`config.mk`:
```
export PLATFORM = sky130hd
export DESIGN_NAME = dac_spi_seq
export DESIGN_NICKNAME = d
export VERILOG_FILES = /design/src/rtl/dac_spi_pkg.sv /design/src/rtl/dac_sclk_div.sv /design/src/rtl/dac_spi_seq.sv
export SDC_FILE = /design/constraint.sdc
export NUM_CORES = 1
export LEC_CHECK = 0
export CELL_PAD_IN_SITES_DETAIL_PLACEMENT = 1
export CELL_PAD_IN_SITES_GLOBAL_PLACEMENT = 2
export CORE_ASPECT_RATIO = 0.6
export CORE_UTILIZATION = 35
export CTS_CLUSTER_SIZE = 8
export DETAILED_ROUTE_END_ITERATION = 16
export PLACE_DENSITY = 0.91
export SLEW_MARGIN = 20
export SYNTH_ARGS = -nofsm -noshare
export SYNTH_HDL_FRONTEND = slang
export SYNTH_SLANG_ARGS = --single-unit
```
`constraint.sdc`:
```
create_clock -name clk -period 3.1 [get_ports clk]
set_input_delay 0.62 -clock clk [delete_from_list [all_inputs] [get_ports clk]]
set_output_delay 0.62 -clock clk [all_outputs]
set_load 0.03 [all_outputs]
```
`src/rtl/dac_spi_pkg.sv`:
```
// Shared types and parameter limits for the DAC SPI sequencer.
// Optional LDAC strobe is enabled by DAC_SPI_SEQ_LDAC_EN.
package dac_spi_pkg;

    typedef enum logic [2:0] {
        IDLE,
        LOAD,
        SHIFT,
        GAP,
        LATCH,
        DONE
    } state_e;

    localparam int DATA_W_MIN = 8;
    localparam int DATA_W_MAX = 32;
    localparam int CH_NUM_MIN = 1;
    localparam int CH_NUM_MAX = 8;
    localparam int DIV_MIN    = 1;
    localparam int DIV_MAX    = 255;
    localparam int GAP_MIN    = 1;
    localparam int GAP_MAX    = 255;
    localparam int DIV_W      = 8;
    localparam int WAIT_W     = 9;

endpackage

```
`src/rtl/dac_sclk_div.sv`:
```
// SCLK half-period tick generator; counter restarts whenever disabled.
// Used by dac_spi_seq (see DAC_SPI_SEQ_LDAC_EN there).
module dac_sclk_div
    import dac_spi_pkg::*;
#(
    parameter int DIV_PARAM = 2
) (
    input  logic clk,
    input  logic rst_n,
    input  logic en,
    output logic tick
);

    logic [DIV_W-1:0] cnt;

    assign tick = en && (cnt == DIV_W'(DIV_PARAM - 1));

    always_ff @(posedge clk or negedge rst_n) begin
        if (!rst_n) begin
            cnt <= '0;
        end else if (!en || tick) begin
            cnt <= '0;
        end else begin
            cnt <= cnt + DIV_W'(1);
        end
    end

endmodule

```
`src/rtl/dac_spi_seq.sv`:
```
// Multi-channel SPI DAC update sequencer, one frame per masked channel.
// Define DAC_SPI_SEQ_LDAC_EN to add the DAC_LDAC_N simultaneous-update strobe.
module dac_spi_seq
    import dac_spi_pkg::*;
#(
    parameter int DATA_W    = 16,
    parameter int CH_NUM    = 2,
    parameter int DIV_PARAM = 2,
    parameter int CS_GAP    = 2
) (
    input  logic                     clk,
    input  logic                     rst_n,
    input  logic [CH_NUM*DATA_W-1:0] DAC_DATA,
    input  logic [CH_NUM-1:0]        Ch_Mask,
    input  logic                     Start,
    output logic                     Busy,
    output logic                     Set_Done,
    output logic                     DAC_CS_N,
    output logic                     DAC_SCLK,
    output logic                     DAC_DIN,
    output logic                     DAC_State
`ifdef DAC_SPI_SEQ_LDAC_EN
    ,
    output logic                     DAC_LDAC_N
`endif
);

    localparam int BIT_W = $clog2(DATA_W + 1);

    if (DATA_W < DATA_W_MIN || DATA_W > DATA_W_MAX ||
        CH_NUM < CH_NUM_MIN || CH_NUM > CH_NUM_MAX ||
        DIV_PARAM < DIV_MIN || DIV_PARAM > DIV_MAX ||
        CS_GAP < GAP_MIN || CS_GAP > GAP_MAX) begin : g_bad_param
        $error("dac_spi_seq: parameter out of range");
    end

    state_e                     state, state_nxt;
    logic [CH_NUM*DATA_W-1:0]   data_q;
    logic [CH_NUM-1:0]          mask_q, low_bit;
    logic [DATA_W-1:0]          shifter, load_word;
    logic [BIT_W-1:0]           bit_cnt;
    logic [WAIT_W-1:0]          wait_cnt;
    logic                       tick, last_fall, cs_low_nxt;
    logic                       cs_n, sclk, din;

    dac_sclk_div #(
        .DIV_PARAM(DIV_PARAM)
    ) u_div (
        .clk  (clk),
        .rst_n(rst_n),
        .en   (state == SHIFT),
        .tick (tick)
    );

    assign last_fall = tick && sclk &&
                       (bit_cnt == BIT_W'(DATA_W - 1));

    // Lowest pending channel wins.
    always_comb begin
        load_word = '0;
        low_bit   = '0;
        for (int k = CH_NUM - 1; k >= 0; k--) begin
            if (mask_q[k]) begin
                load_word  = data_q[k*DATA_W +: DATA_W];
                low_bit    = '0;
                low_bit[k] = 1'b1;
            end
        end
    end

    // CS_N is registered from the next state so it is already low in LOAD.
    always_comb begin
        state_nxt  = state;
        cs_low_nxt = 1'b0;
        unique case (state)
            IDLE: begin
                if (Start) begin
                    state_nxt  = LOAD;
                    cs_low_nxt = |Ch_Mask;
                end
            end
            LOAD: begin
                if (|mask_q) begin
                    state_nxt  = SHIFT;
                    cs_low_nxt = 1'b1;
                end else begin
                    state_nxt = LATCH;
                end
            end
            SHIFT: begin
                if (last_fall) begin
                    state_nxt = GAP;
                end else begin
                    cs_low_nxt = 1'b1;
                end
            end
            GAP: begin
                if (wait_cnt == WAIT_W'(CS_GAP - 1)) begin
                    state_nxt  = LOAD;
                    cs_low_nxt = |mask_q;
                end
            end
            LATCH: begin
`ifdef DAC_SPI_SEQ_LDAC_EN
                if (wait_cnt == WAIT_W'(2 * DIV_PARAM - 1)) begin
                    state_nxt = DONE;
                end
`else
                state_nxt = DONE;
`endif
            end
            DONE: begin
                state_nxt = IDLE;
            end
            default: begin
                state_nxt = IDLE;
            end
        endcase
    end

    always_ff @(posedge clk or negedge rst_n) begin
        if (!rst_n) begin
            state    <= IDLE;
            cs_n     <= 1'b1;
            sclk     <= 1'b0;
            din      <= 1'b1;
            data_q   <= '0;
            mask_q   <= '0;
            shifter  <= '0;
            bit_cnt  <= '0;
            wait_cnt <= '0;
        end else begin
            state <= state_nxt;
            cs_n  <= ~cs_low_nxt;
            if (state_nxt != state) begin
                wait_cnt <= '0;
            end else if (state == GAP || state == LATCH) begin
                wait_cnt <= wait_cnt + WAIT_W'(1);
            end
            if (state == IDLE && Start) begin
                data_q <= DAC_DATA;
                mask_q <= Ch_Mask;
            end
            if (state == LOAD && |mask_q) begin
                shifter <= load_word;
                mask_q  <= mask_q & ~low_bit;
                bit_cnt <= '0;
            end
            if (tick) begin
                sclk <= ~sclk;
                if (!sclk) begin
                    din     <= shifter[DATA_W-1];
                    shifter <= {shifter[DATA_W-2:0], 1'b0};
                end else begin
                    bit_cnt <= bit_cnt + BIT_W'(1);
                end
            end
        end
    end

`ifdef DAC_SPI_SEQ_LDAC_EN
    logic ldac_n;

    always_ff @(posedge clk or negedge rst_n) begin
        if (!rst_n) begin
            ldac_n <= 1'b1;
        end else begin
            ldac_n <= (state_nxt != LATCH);
        end
    end

    assign DAC_LDAC_N = ldac_n;
`endif

    assign Busy      = (state != IDLE);
    assign Set_Done  = (state == DONE);
    assign DAC_CS_N  = cs_n;
    assign DAC_SCLK  = sclk;
    assign DAC_DIN   = din;
    assign DAC_State = cs_n;

endmodule
```
[Word level (Yosys, flattened, before mapping)]
Index checks and enable logic that the tools add are counted.
Word-level totals
  output and inout port bits: 6
  bits of input ports: 37
  register bits: 78
  word-level logic and storage cells: 66
Operators by class
  reductions and logical operators: 15
  eq/ne operators: 9
  add/subtract/negate cells: 3
  multiplexer cells: 25
  bitwise logic cells: 4
Operator list (count)
  $mux W16: 5
  $mux W9: 2
  $mux W5: 3
  $pmux W3 S5: 1
  $mux W3: 4
  $add A9 B1 Y9 const B: 1
  $eq A9 B1 Y1 const B: 1
  $add A8 B1 Y8 const B: 1
  $eq A8 B1 Y1 const B: 1
  $mux W2: 4
  $mux W8: 1
  $eq A3 B2 Y1 const B: 2
  $eq A3 B3 Y1 const B: 2
  $add A5 B1 Y5 const B: 1
  $eq A5 B4 Y1 const B: 1
  $logic_and A1 B1 Y1: 5
  $mux W1: 4
  $pmux W1 S4: 1
  $reduce_bool A2 Y1: 2
  $reduce_or A2 Y1: 2
  $eq A3 B1 Y1 const B: 1
  $logic_not A3 Y1: 1
  $ne A3 B3 Y1: 1
  $reduce_bool A3 Y1: 1
  other kinds (6): 8

[Longest topological paths before layout]
Gate-level depths: netlist (run 1).
  word-level depth: 8
  mapped depth: 8
  gate-level depth less buffers: 7

[By module]
A second synthesis (run 1) with hierarchy kept.
Second synthesis, totals
  cell total of the unflattened synthesis: 395
  area total of the unflattened synthesis: 3873.7 um^2
Modules (own cells, without submodules)
  dac_spi_seq: instances 1, area an instance 3472.1 um^2, cells an instance 355, sequential area each 1754.2 um^2
  dac_sclk_div: instances 1, area an instance 401.6 um^2, cells an instance 40, sequential area each 200.2 um^2

[Worst setup path before layout (run 1)]
OpenSTA, ideal clock, no wires.
  kind: register to register
  from: reg u_div.cnt[1]
  to: reg bit_cnt[2]
  buffers on the path: 2
  cell stages (with the launch flop): 9
  setup time: 0.078 ns
  setup slack: 0.847 ns
  clock period less this slack: 2.253 ns
  required time: 3.022 ns
  data arrival time: 2.175 ns
  cell sequence: dfrtp_1 -> inv_1 -> ha_1 -> or3b_2 -> clkbuf_1 -> or4_4 -> buf_6 -> or3_1 -> a21boi_1
On the way
  cells in the longest elaborated chain, start to end: 3
RTL lines
  start: declaration: line dac_sclk_div.sv:14  | logic [DIV_W-1:0] cnt;
  start signal: assignment: line dac_sclk_div.sv:24  | cnt <= cnt + DIV_W'(1);
  $eq A8 B1 Y1: line dac_sclk_div.sv:16  | assign tick = en && (cnt == DIV_W'(DIV_PARAM - 1));
  $logic_and A1 B1 Y1: line dac_sclk_div.sv:16
  $mux W5: line dac_spi_seq.sv:149  | if (tick) begin
  end signal: assignment: line dac_spi_seq.sv:155  | bit_cnt <= bit_cnt + BIT_W'(1);
  end: declaration: line dac_spi_seq.sv:41  | logic [BIT_W-1:0] bit_cnt;
Every way passes these cells.
A chain may end at the register's enable or synchronous reset.

[Worst setup path in the final report (run 1)]
  from: reg state[2]
  to: out Set_Done
On the way
  cells in the longest elaborated chain, start to end: 1
RTL lines
  start: declaration: line dac_spi_seq.sv:37  | state_e state, state_nxt;
  start signal: assignment: line dac_spi_seq.sv:133  | state <= state_nxt;
  $eq A3 B3 Y1: line dac_spi_seq.sv:176  | assign Set_Done = (state == DONE);
  end: declaration: line dac_spi_seq.sv:17  | output logic Set_Done,
Every way passes these cells.

==> results.json, run 1 <==
{
  "tns_ps": 0,
  "drv_cap": 0,
  "skew_ps": 6.54,
  "reg2reg_depth": 6,
  "regToRegEndpoint": "bit_cnt[2]",
  "synth_area_leader_cell": "dfrtp_1",
  "end_kind": "primary output",
  "vias": 3068,
  "first_iter_violations": 145,
  "remaining_drc_errors": 0,
  "synth_seq_cells": 78,
  "yosys-top-cells-count": "nand2_1, dfrtp_1, nor2_1, o21ai_0, clkbuf_1",
  "design.portCount": 43,
  "layout-drive-gt1-share_pct": 6.11,
  "ys_top_cells_by_area": "dfrtp_1, nand2_1, o21ai_0, nor2_1, o221ai_1",
  "slew_violations": 0,
  "slowest_delay_ps": 690,
  "seqPwrFrac_pct": 48.8,
  "layout.cells.non_filler": 597,
  "crit_path_start": "state[2]",
  "cts_tree": "done",
  "cts_inserted_buffers": 9,
  "required_ps": 2480,
  "start_util_pct": 36.1,
  "core-area_um2": 10600,
  "timing.slew.headroom_pct": 32.0,
  "synth_top_cell_area_share_pct": 49.8,
  "cts_hold_buf": 0,
  "r2r-start": "u_div.cnt[1]",
  "reg2reg_slack_ps": 770,
  "synth_nets": 469,
  "avgRoutedWirePerCell_um": 16.1,
  "cts_setup_buffers": 0,
  "ys_warn_count": 0,
  "switching_share_pct": 20.1,
  "routabilityCongestion": 0.752,
  "synth_edf_count": 0,
  "clkPwrFrac_pct": 47.9,
  "finalHoldViolCount": 0,
  "die_x_um": 137,
  "fin_nets": 496,
  "p_leak_uw": 0.00204,
  "grt_pass1_wl_mm": 15.9,
  "rsz0062_at_grt": "false",
  "multiInputGateArea_um2": 1650,
  "path_max_fanout": 10,
  "place_inst": 580,
  "vdd_drop_max_mv": 0.286,
  "worstSetupPathType": "reg -> out",
  "clock_latency_ps": 340,
  "yosys.cell_types.count": 43,
  "slowest_stage": "clkdlybuf4s50_1",
  "p_int_uw": 1670,
  "status": "finished clean",
  "grt_max_degree": 79,
  "overflow": 0,
  "finalCriticalPeriod_ps": 2460,
  "cts-root-buf": "clkbuf_16",
  "antenna_left": 0,
  "fin_crit_sh_pct": 79.4,
  "cts_resized": 0,
  "fill_cells": 1228,
  "p_per_area_nw_per_um2": 451,
  "finalWirelength_mm": 9.61,
  "dr.pass1.iters": 8,
  "grt_antenna_before_repair": 0,
  "setup_violations": 0,
  "p_comb_share_pct": 3.3,
  "post-dp-hpwl_mm": 6.44,
  "die_h_um": 82.9,
  "track_usage_pct": 18.3,
  "io_buffers": 42,
  "synth-async-reset-ratio_pct": 100,
  "dieArea_um2": 11300,
  "worstPathCellList": "inv_1, nor3b_1, clkdlybuf4s50_1",
  "grt_pass1_vias": 3092,
  "fmax_ghz": 0.406,
  "syn_inst": 426,
  "viasPerCell": 5.14,
  "synth_area_um2": 3820,
  "seq_area_um2": 1950,
  "area_growth_syn_to_layout_pct": 21.2,
  "cts_max_path_buffers": 2,
  "clkTransAtPathRegs_ps": 60,
  "crit_path_start_kind": "flop",
  "diodes": 0,
  "syn_avg_cell_area_um2": 8.97,
  "crit_arrival_ps": 1840,
  "net-switching-power_uw": 419,
  "clock-sinks": 78,
  "rows": 29,
  "hold_class": "in -> async",
  "yosysMostFrequentCell": "nand2_1",
  "synthFlopType": "dfrtp_1",
  "h-tree-depth": 3,
  "ys_seq_area_share_pct": 51.2,
  "tightest_slew_ps": 1020
}
## logic make-up (layout without fill, tap and decap cells)
logic type / after synthesis / count (layout) / share of synthesized area, %
adders and majority gates: 6 / 6 / 1.97
AOI/OAI and AO/OA: 89 / 89 / 14.9
and+or+nand+nor: 179 / 179 / 22.0
xor gates and xnor gates: 15 / 15 / 3.44
buffers and inverters: 57 / 89 / 5.96
muxes: 2 / 2 / 0.557
DFF: 78 / 78 / 51.2
## final cells by class
| cell class | count | area share, % |
|---|---|---|
| flip-flops and latches | 78 | 42.2 |
| clock inverters | 1 | 0.108 |
| repair buffers | 48 | 10.3 |
| inverters | 25 | 2.03 |
| multi-input cells | 291 | 35.6 |
| well taps | 139 | 3.76 |
| clock buffers | 15 | 6.00 |
## sequential cells by signal (all words and copies together) (netlist names)
register / count
DAC_CS_N: 1
DAC_DIN: 1
DAC_SCLK: 1
bit_cnt: 5
data_q: 32
mask_q: 2
shifter: 16
state: 3
u_div.cnt: 8
wait_cnt: 9
## cell usage in the layout, fill, tap and decap left out, types with 2 or more instances in the layout
cell	n
or4_1	2
nor2b_1	2
o2111ai_1	4
a31oi_1	16
dfrtp_1	76
inv_1	25
and3_1	6
and2_1	2
o31ai_1	2
nor3_1	7
o211ai_1	4
xor2_1	10
a21oi_1	2
or3b_2	2
ha_1	6
clkbuf_1	3
clkbuf_8	3
nand3b_1	16
xnor2_1	5
buf_4	6
nor3b_1	3
o221ai_1	16
clkdlybuf4s50_1	41
nand2_1	83
clkbuf_16	9
o21ai_0	39
nand3_1	6
dfstp_2	2
o21bai_1	2
nor2_1	41
## routing by layer
metal  routed length, um  track usage [%]
met1                5300             28.2
met2                3770             24.6
met3                 431             4.64
met4                 107             5.59
met5                   0                0
## worst max path at each step
stage                            end  slack, ps
after global routing        Set_Done        540
after global placement    bit_cnt[2]        890
after CTS                   Set_Done        620
after detailed placement  bit_cnt[2]        800
final                       Set_Done        640
after floorplan           bit_cnt[2]        850
## power by group through the flow
| stage | clock network [uW] | registers, uW | logic (uW) |
|---|---|---|---|
| after floorplan | 0 | 1040 | 0.805 |
| after global placement | 0 | 1040 | 68.9 |
| after global routing | 1060 | 1020 | 77.6 |
| final | 999 | 1020 | 69.8 |
| after detailed placement | 0 | 1040 | 68.4 |
| after CTS | 1030 | 1020 | 68.9 |
## stage by stage
stage          instance area (um^2)  hold WS [ps]  power (uW)  setup slack [ps]  util, %
2_1_floorplan                  3820           324        1040               847        -
3_3_place_gp                   4330           450        1110               885     40.8
3_5_place_dp                   4330           453        1110               803     40.8
4_1_cts                        4610           468        2120               615     43.5
5_1_grt                        4630           303        2160               540     43.7
6_report                       4630           272        2090               638     43.7
## worst max-delay path, delay by kind of cell (launching register included)
family | cells | cell delay, ps
simple gates | 1 | 180
buf+inv | 2 | 810
flops | 1 | 510
No activity file was read; power rests on OpenSTA's default activity.
==> run 2, diff against run 1 <==
==> constraint.sdc (replaced) <==
create_clock -name clk -period 2.4 [get_ports clk]
set_input_delay 0.48 -clock clk [delete_from_list [all_inputs] [get_ports clk]]
set_output_delay 0.48 -clock clk [all_outputs]
set_load 0.03 [all_outputs]
==> run 2 against run 1 <==
  * The run now ends with DRC left
  * Clock skew rose by 1.2 ps
  * Sequential share of layout area fell by 0.98 points
  * First-iteration DRC count rose by 4.1%
  * Largest cell class unchanged
==> results.json, run 2 (synthesized netlist as in run 1, its figures left out) <==
{
  "status": "complete, but fails checks",
  "violations": "DRC",
  "fill_cells": 1203,
  "vias": 3063,
  "holdWs_ps": 106,
  "final_cell_mix": "nand2_1, dfrtp_1, nor2_1",
  "slew_violations": 0,
  "cts_hold_buf": 0,
  "fin_nets": 502,
  "skew_ps": 7.72,
  "worstSetupPathType": "reg -> reg",
  "tns_ps": 0,
  "r2r-start": "u_div.cnt[1]",
  "core-area_um2": 10600,
  "dieArea_um2": 11300,
  "largest_register_ffs": 32,
  "timing.slew.headroom_pct": 47.0,
  "final_util_pct": 44.7,
  "layout-drive-gt1-share_pct": 7.76,
  "p_per_area_nw_per_um2": 618,
  "crit_arrival_ps": 2540,
  "remaining_drc_errors": 2,
  "finalWirelength_mm": 9.44,
  "end_kind": "flop",
  "p_leak_uw": 0.00211,
  "viasPerCell": 5.08,
  "switching_share_pct": 18.6,
  "hold_class": "in -> async",
  "layout.cells.non_filler": 603,
  "top_register": "data_q",
  "io_buffers": 42,
  "grt_pass1_vias": 3178,
  "post-dp-hpwl_mm": 6.67,
  "design.portCount": 43,
  "cts-root-buf": "clkbuf_16",
  "p_int_uw": 2390,
  "grt_pass1_wl_mm": 16.3,
  "finalCriticalPeriod_ps": 2290,
  "seqPwrFrac_pct": 44.9,
  "die_x_um": 137,
  "fmax_ghz": 0.437,
  "die_h_um": 82.9,
  "track_usage_pct": 18.6,
  "p_comb_share_pct": 3.1,
  "h-tree-depth": 3,
  "setup_violations": 0,
  "vdd_drop_max_mv": 0.380,
  "fin_crit_sh_pct": 95.4,
  "antenna_left": 0,
  "drv_cap": 0,
  "clock_latency_ps": 340,
  "reg2reg_depth": 6,
  "net-switching-power_uw": 545,
  "reg2reg_slack_ps": 110,
  "worstSetupEndpoint": "bit_cnt[2]",
  "crit_path_start_kind": "flop",
  "grt_max_degree": 47,
  "clkPwrFrac_pct": 52.0,
  "cts_tree": "done",
  "rsz0062_at_grt": "false",
  "overflow": 0,
  "area_growth_syn_to_layout_pct": 24.1,
  "top_regs": "data_q x32, shifter x16, wait_cnt x9",
  "required_ps": 2650,
  "routabilityCongestion": 0.794,
  "finalHoldViolCount": 0,
  "rows": 29,
  "grt_antenna_before_repair": 0,
  "tightest_slew_ps": 787,
  "dr.pass1.iters": 10,
  "diodes": 0,
  "avgRoutedWirePerCell_um": 15.7,
  "regToRegEndpoint": "bit_cnt[2]",
  "crit_path_start": "u_div.cnt[1]",
  "start_util_pct": 36.1,
  "path_max_fanout": 10,
  "layout.cells.most_common": "nand2_1",
  "cts_inserted_buffers": 9,
  "first_iter_violations": 151,
  "cts_max_path_buffers": 2,
  "clock-sinks": 78,
  "clkTransAtPathRegs_ps": 50,
  "place_inst": 587
}
[run 2: repair_timing]
| action | 4_1_cts | 5_1_grt |
|---|---|---|
| endpoints found under the setup margin | 1 | 8 |
| pin swaps | 0 | 0 |
| endpoints found under the hold margin | 0 | 0 |
| resized for setup | 2 | 2 |
| buffers inserted | 0 | 0 |
[run 2: area by class of cell]
cell class	instances	area [um^2]	share of cell area [%]
flip-flops and latches	78	1950	41.2
multi-input cells	291	1670	35.2
repair buffers	54	519	11.0
clock buffers	12	236	4.99
well taps	139	174	3.67
clock inverters	4	95.1	2.01
inverters	25	93.8	1.98
[run 2: critical path, cell delays in order, from the launching register on]
cell,delay (ps)
dfrtp_1,400
inv_1,70
ha_1,120
or3b_2,520
or4_4,610
or3_1,340
a21boi_1,150
[run 2: metal layers]
metal	global-route usage (%)	routed length, um
met4	5.69	115
met3	3.79	364
met2	26.3	3930
met1	28.1	5030
met5	0	0
[run 2: through the flow]
stage / total power [uW] / cell area, um^2 / worst slack [ps]
after floorplan: 1340 / 3820 / 147
after global placement: 1430 / 4390 / 218
after detailed placement: 1430 / 4390 / 112
after CTS: 2970 / 4730 / 84.3
after global routing: 3020 / 4740 / 0.105
final: 2930 / 4740 / 110
[run 2: how the worst min path moves through the flow]
stage	slack, ps	end	from
floorplan	180	DAC_SCLK	rst_n
global placement	450	data_q[0]	data_q[0]
detailed placement	460	data_q[8]	data_q[8]
CTS	120	data_q[24]	rst_n
global route	140	data_q[24]	rst_n
finish	110	data_q[24]	rst_n
[run 2: power groups by stage]
stage | Combinational [uW] | Clock (uW) | Sequential, uW
2_1_floorplan | 1.04 | 0 | 1340
3_3_place_gp | 93.0 | 0 | 1340
3_5_place_dp | 93.6 | 0 | 1340
4_1_cts | 94.3 | 1560 | 1320
5_1_grt | 100 | 1610 | 1310
6_report | 91.3 | 1520 | 1320
==> run 3, diff against run 2 <==
--- a/config.mk
+++ b/config.mk
@@ -8,10 +8,10 @@
 export CELL_PAD_IN_SITES_DETAIL_PLACEMENT = 1
 export CELL_PAD_IN_SITES_GLOBAL_PLACEMENT = 2
 export CORE_ASPECT_RATIO = 0.6
-export CORE_UTILIZATION = 35
+export CORE_UTILIZATION = 31
 export CTS_CLUSTER_SIZE = 8
 export DETAILED_ROUTE_END_ITERATION = 16
-export PLACE_DENSITY = 0.91
+export PLACE_DENSITY = 0.86
 export SLEW_MARGIN = 20
 export SYNTH_ARGS = -nofsm -noshare
 export SYNTH_HDL_FRONTEND = slang
==> constraint.sdc (replaced) <==
create_clock -name clk -period 2.1 [get_ports clk]
set_input_delay 0.42 -clock clk [delete_from_list [all_inputs] [get_ports clk]]
set_output_delay 0.42 -clock clk [all_outputs]
set_load 0.03 [all_outputs]
==> run 3 against run 2 <==
  * The run now ends clean
  * Register-to-register slack worse by 60 ps
  * Critical path depth is 2 lower
  * Maximum frequency is 12% higher
==> results.json, run 3 (synthesized netlist as in run 1, its figures left out) <==
{
  "worstSetupPathType": "reg -> reg",
  "rows": 30,
  "slew_violations": 0,
  "top_regs": "data_q x32, shifter x16, wait_cnt x9",
  "die_h_um": 88.0,
  "grt_max_degree": 53,
  "finalWirelength_mm": 10.2,
  "p_int_uw": 2420,
  "viasPerCell": 4.96,
  "vdd_drop_max_mv": 0.364,
  "seqPwrFrac_pct": 49.2,
  "layout.cells.non_filler": 634,
  "cts_hold_buf": 0,
  "first_iter_violations": 232,
  "fin_nets": 513,
  "diodes": 0,
  "cts_tree": "done",
  "top_register": "data_q",
  "cts-root-buf": "clkbuf_16",
  "post-dp-hpwl_mm": 7.15,
  "skew_ps": 5.33,
  "dieArea_um2": 12800,
  "remaining_drc_errors": 0,
  "setup_violations": 0,
  "fin_crit_sh_pct": 97.8,
  "path_max_fanout": 5,
  "final_cell_mix": "nand2_1, dfrtp_1, nor2_1",
  "layout-drive-gt1-share_pct": 10.8,
  "routabilityCongestion": 0.728,
  "vias": 3142,
  "crit_buf_inv": 0,
  "clkPwrFrac_pct": 47.4,
  "grt_pass1_vias": 3261,
  "switching_share_pct": 20.9,
  "timing.slew.headroom_pct": 48.5,
  "p_comb_share_pct": 3.4,
  "crit_family": "simple AND/OR/NAND/NOR gates",
  "net-switching-power_uw": 639,
  "io_buffers": 42,
  "p_leak_uw": 0.00215,
  "cp_common_cell": "or4_4",
  "antenna_left": 0,
  "power_uw": 3060,
  "end_kind": "flop",
  "h-tree-depth": 3,
  "dr.pass1.iters": 4,
  "grt_pass1_wl_mm": 17.2,
  "worstPathCellList": "or4_4, or4_4, or3_1, a21boi_1",
  "overflow": 0,
  "layout.cells.most_common": "nand2_1",
  "start_util_pct": 32.8,
  "area_growth_syn_to_layout_pct": 27.1,
  "tightest_slew_ps": 765,
  "clock_latency_ps": 330,
  "drv_cap": 0,
  "track_usage_pct": 17.5,
  "grt_antenna_before_repair": 0,
  "finalCriticalPeriod_ps": 2050,
  "place_inst": 617,
  "finalInstanceArea_um2": 4860,
  "hold_class": "in -> async",
  "fmax_ghz": 0.487,
  "clock-sinks": 78,
  "cts_max_path_buffers": 2,
  "crit_arrival_ps": 2310,
  "design.portCount": 43,
  "avgRoutedWirePerCell_um": 16.0,
  "die_x_um": 145,
  "p_per_area_nw_per_um2": 630,
  "slowest_stage": "or4_4",
  "largest_register_ffs": 32,
  "tns_ps": 0,
  "status": "finished clean",
  "crit_path_start_kind": "flop",
  "placed_area_um2": 4530,
  "core-area_um2": 11600,
  "required_ps": 2360,
  "cts_inserted_buffers": 9,
  "finalHoldViolCount": 0,
  "slowest_delay_ps": 570,
  "clkTransAtPathRegs_ps": 60,
  "holdWs_ps": 54.5
}
-- run 3: cell types whose count changed in the layout (fill, tap and decap cells not counted), moves of 2 or more --
cell	before	now
buf_4	12	19
or4_1	2	0
clkbuf_1	3	0
clkinv_2	1	3
or4_4	1	3
bufinv_16	3	0
clkbuf_8	0	2
buf_12	1	4
-- run 3: final cells by class --
type / count / area, um^2
multi-input combinational: 291 / 1690
clock inverter: 4 / 22.5
clock buffer: 11 / 253
sequential: 78 / 1950
inverter: 25 / 93.8
tap: 160 / 200
fill: 1346 / 6780
timing repair buffer: 65 / 642
-- run 3: through the flow --
step           worst slack, ps  util [%]
2_1_floorplan            -57.6         -
3_3_place_gp              88.5      38.9
3_5_place_dp              13.5      38.9
4_1_cts                   8.69      41.2
5_1_grt                  -3.27      41.7
6_report                  46.4      41.7
-- run 3: final timing paths --
check                                  start          to  slack, ps  cells past startpoint
worst min register to register    data_q[13]  data_q[13]        470                      2
worst max register to register  u_div.cnt[5]  bit_cnt[2]         50                      4
max in group asynchronous              rst_n     DAC_DIN       1420                      2
worst min-delay path                   rst_n  bit_cnt[3]         50                      1
worst max-delay path            u_div.cnt[5]  bit_cnt[2]         50                      4
min in group clk                  data_q[13]  data_q[13]        470                      2
-- run 3: repair_timing --
action,4_1_cts,5_1_grt
endpoints found under the hold margin,0,0
resized for setup,2,9
gates cloned,0,1
pin swaps,0,0
buffers inserted,0,1
endpoints found under the setup margin,2,28
-- run 3: power by group through the flow --
| stage | Sequential [uW] | Combinational (uW) | Clock (uW) |
|---|---|---|---|
| after floorplan | 1530 | 1.19 | 0 |
| after global placement | 1530 | 107 | 0 |
| after detailed placement | 1530 | 108 | 0 |
| after CTS | 1500 | 109 | 1500 |
| after global routing | 1500 | 117 | 1550 |
| final | 1500 | 105 | 1450 |
-- run 3: routing by layer --
layer | track usage [%] | vias up | share of wire [%] | wire (um)
met2 | 26.0 | 48 | 43 | 4330
met5 | 0 | - | 0 | 0
met4 | 5.26 | 0 | 0.40 | 41
li1 | - | 1542 | - | -
met1 | 25.0 | 1550 | 54 | 5480
met3 | 4.38 | 2 | 3.1 | 317
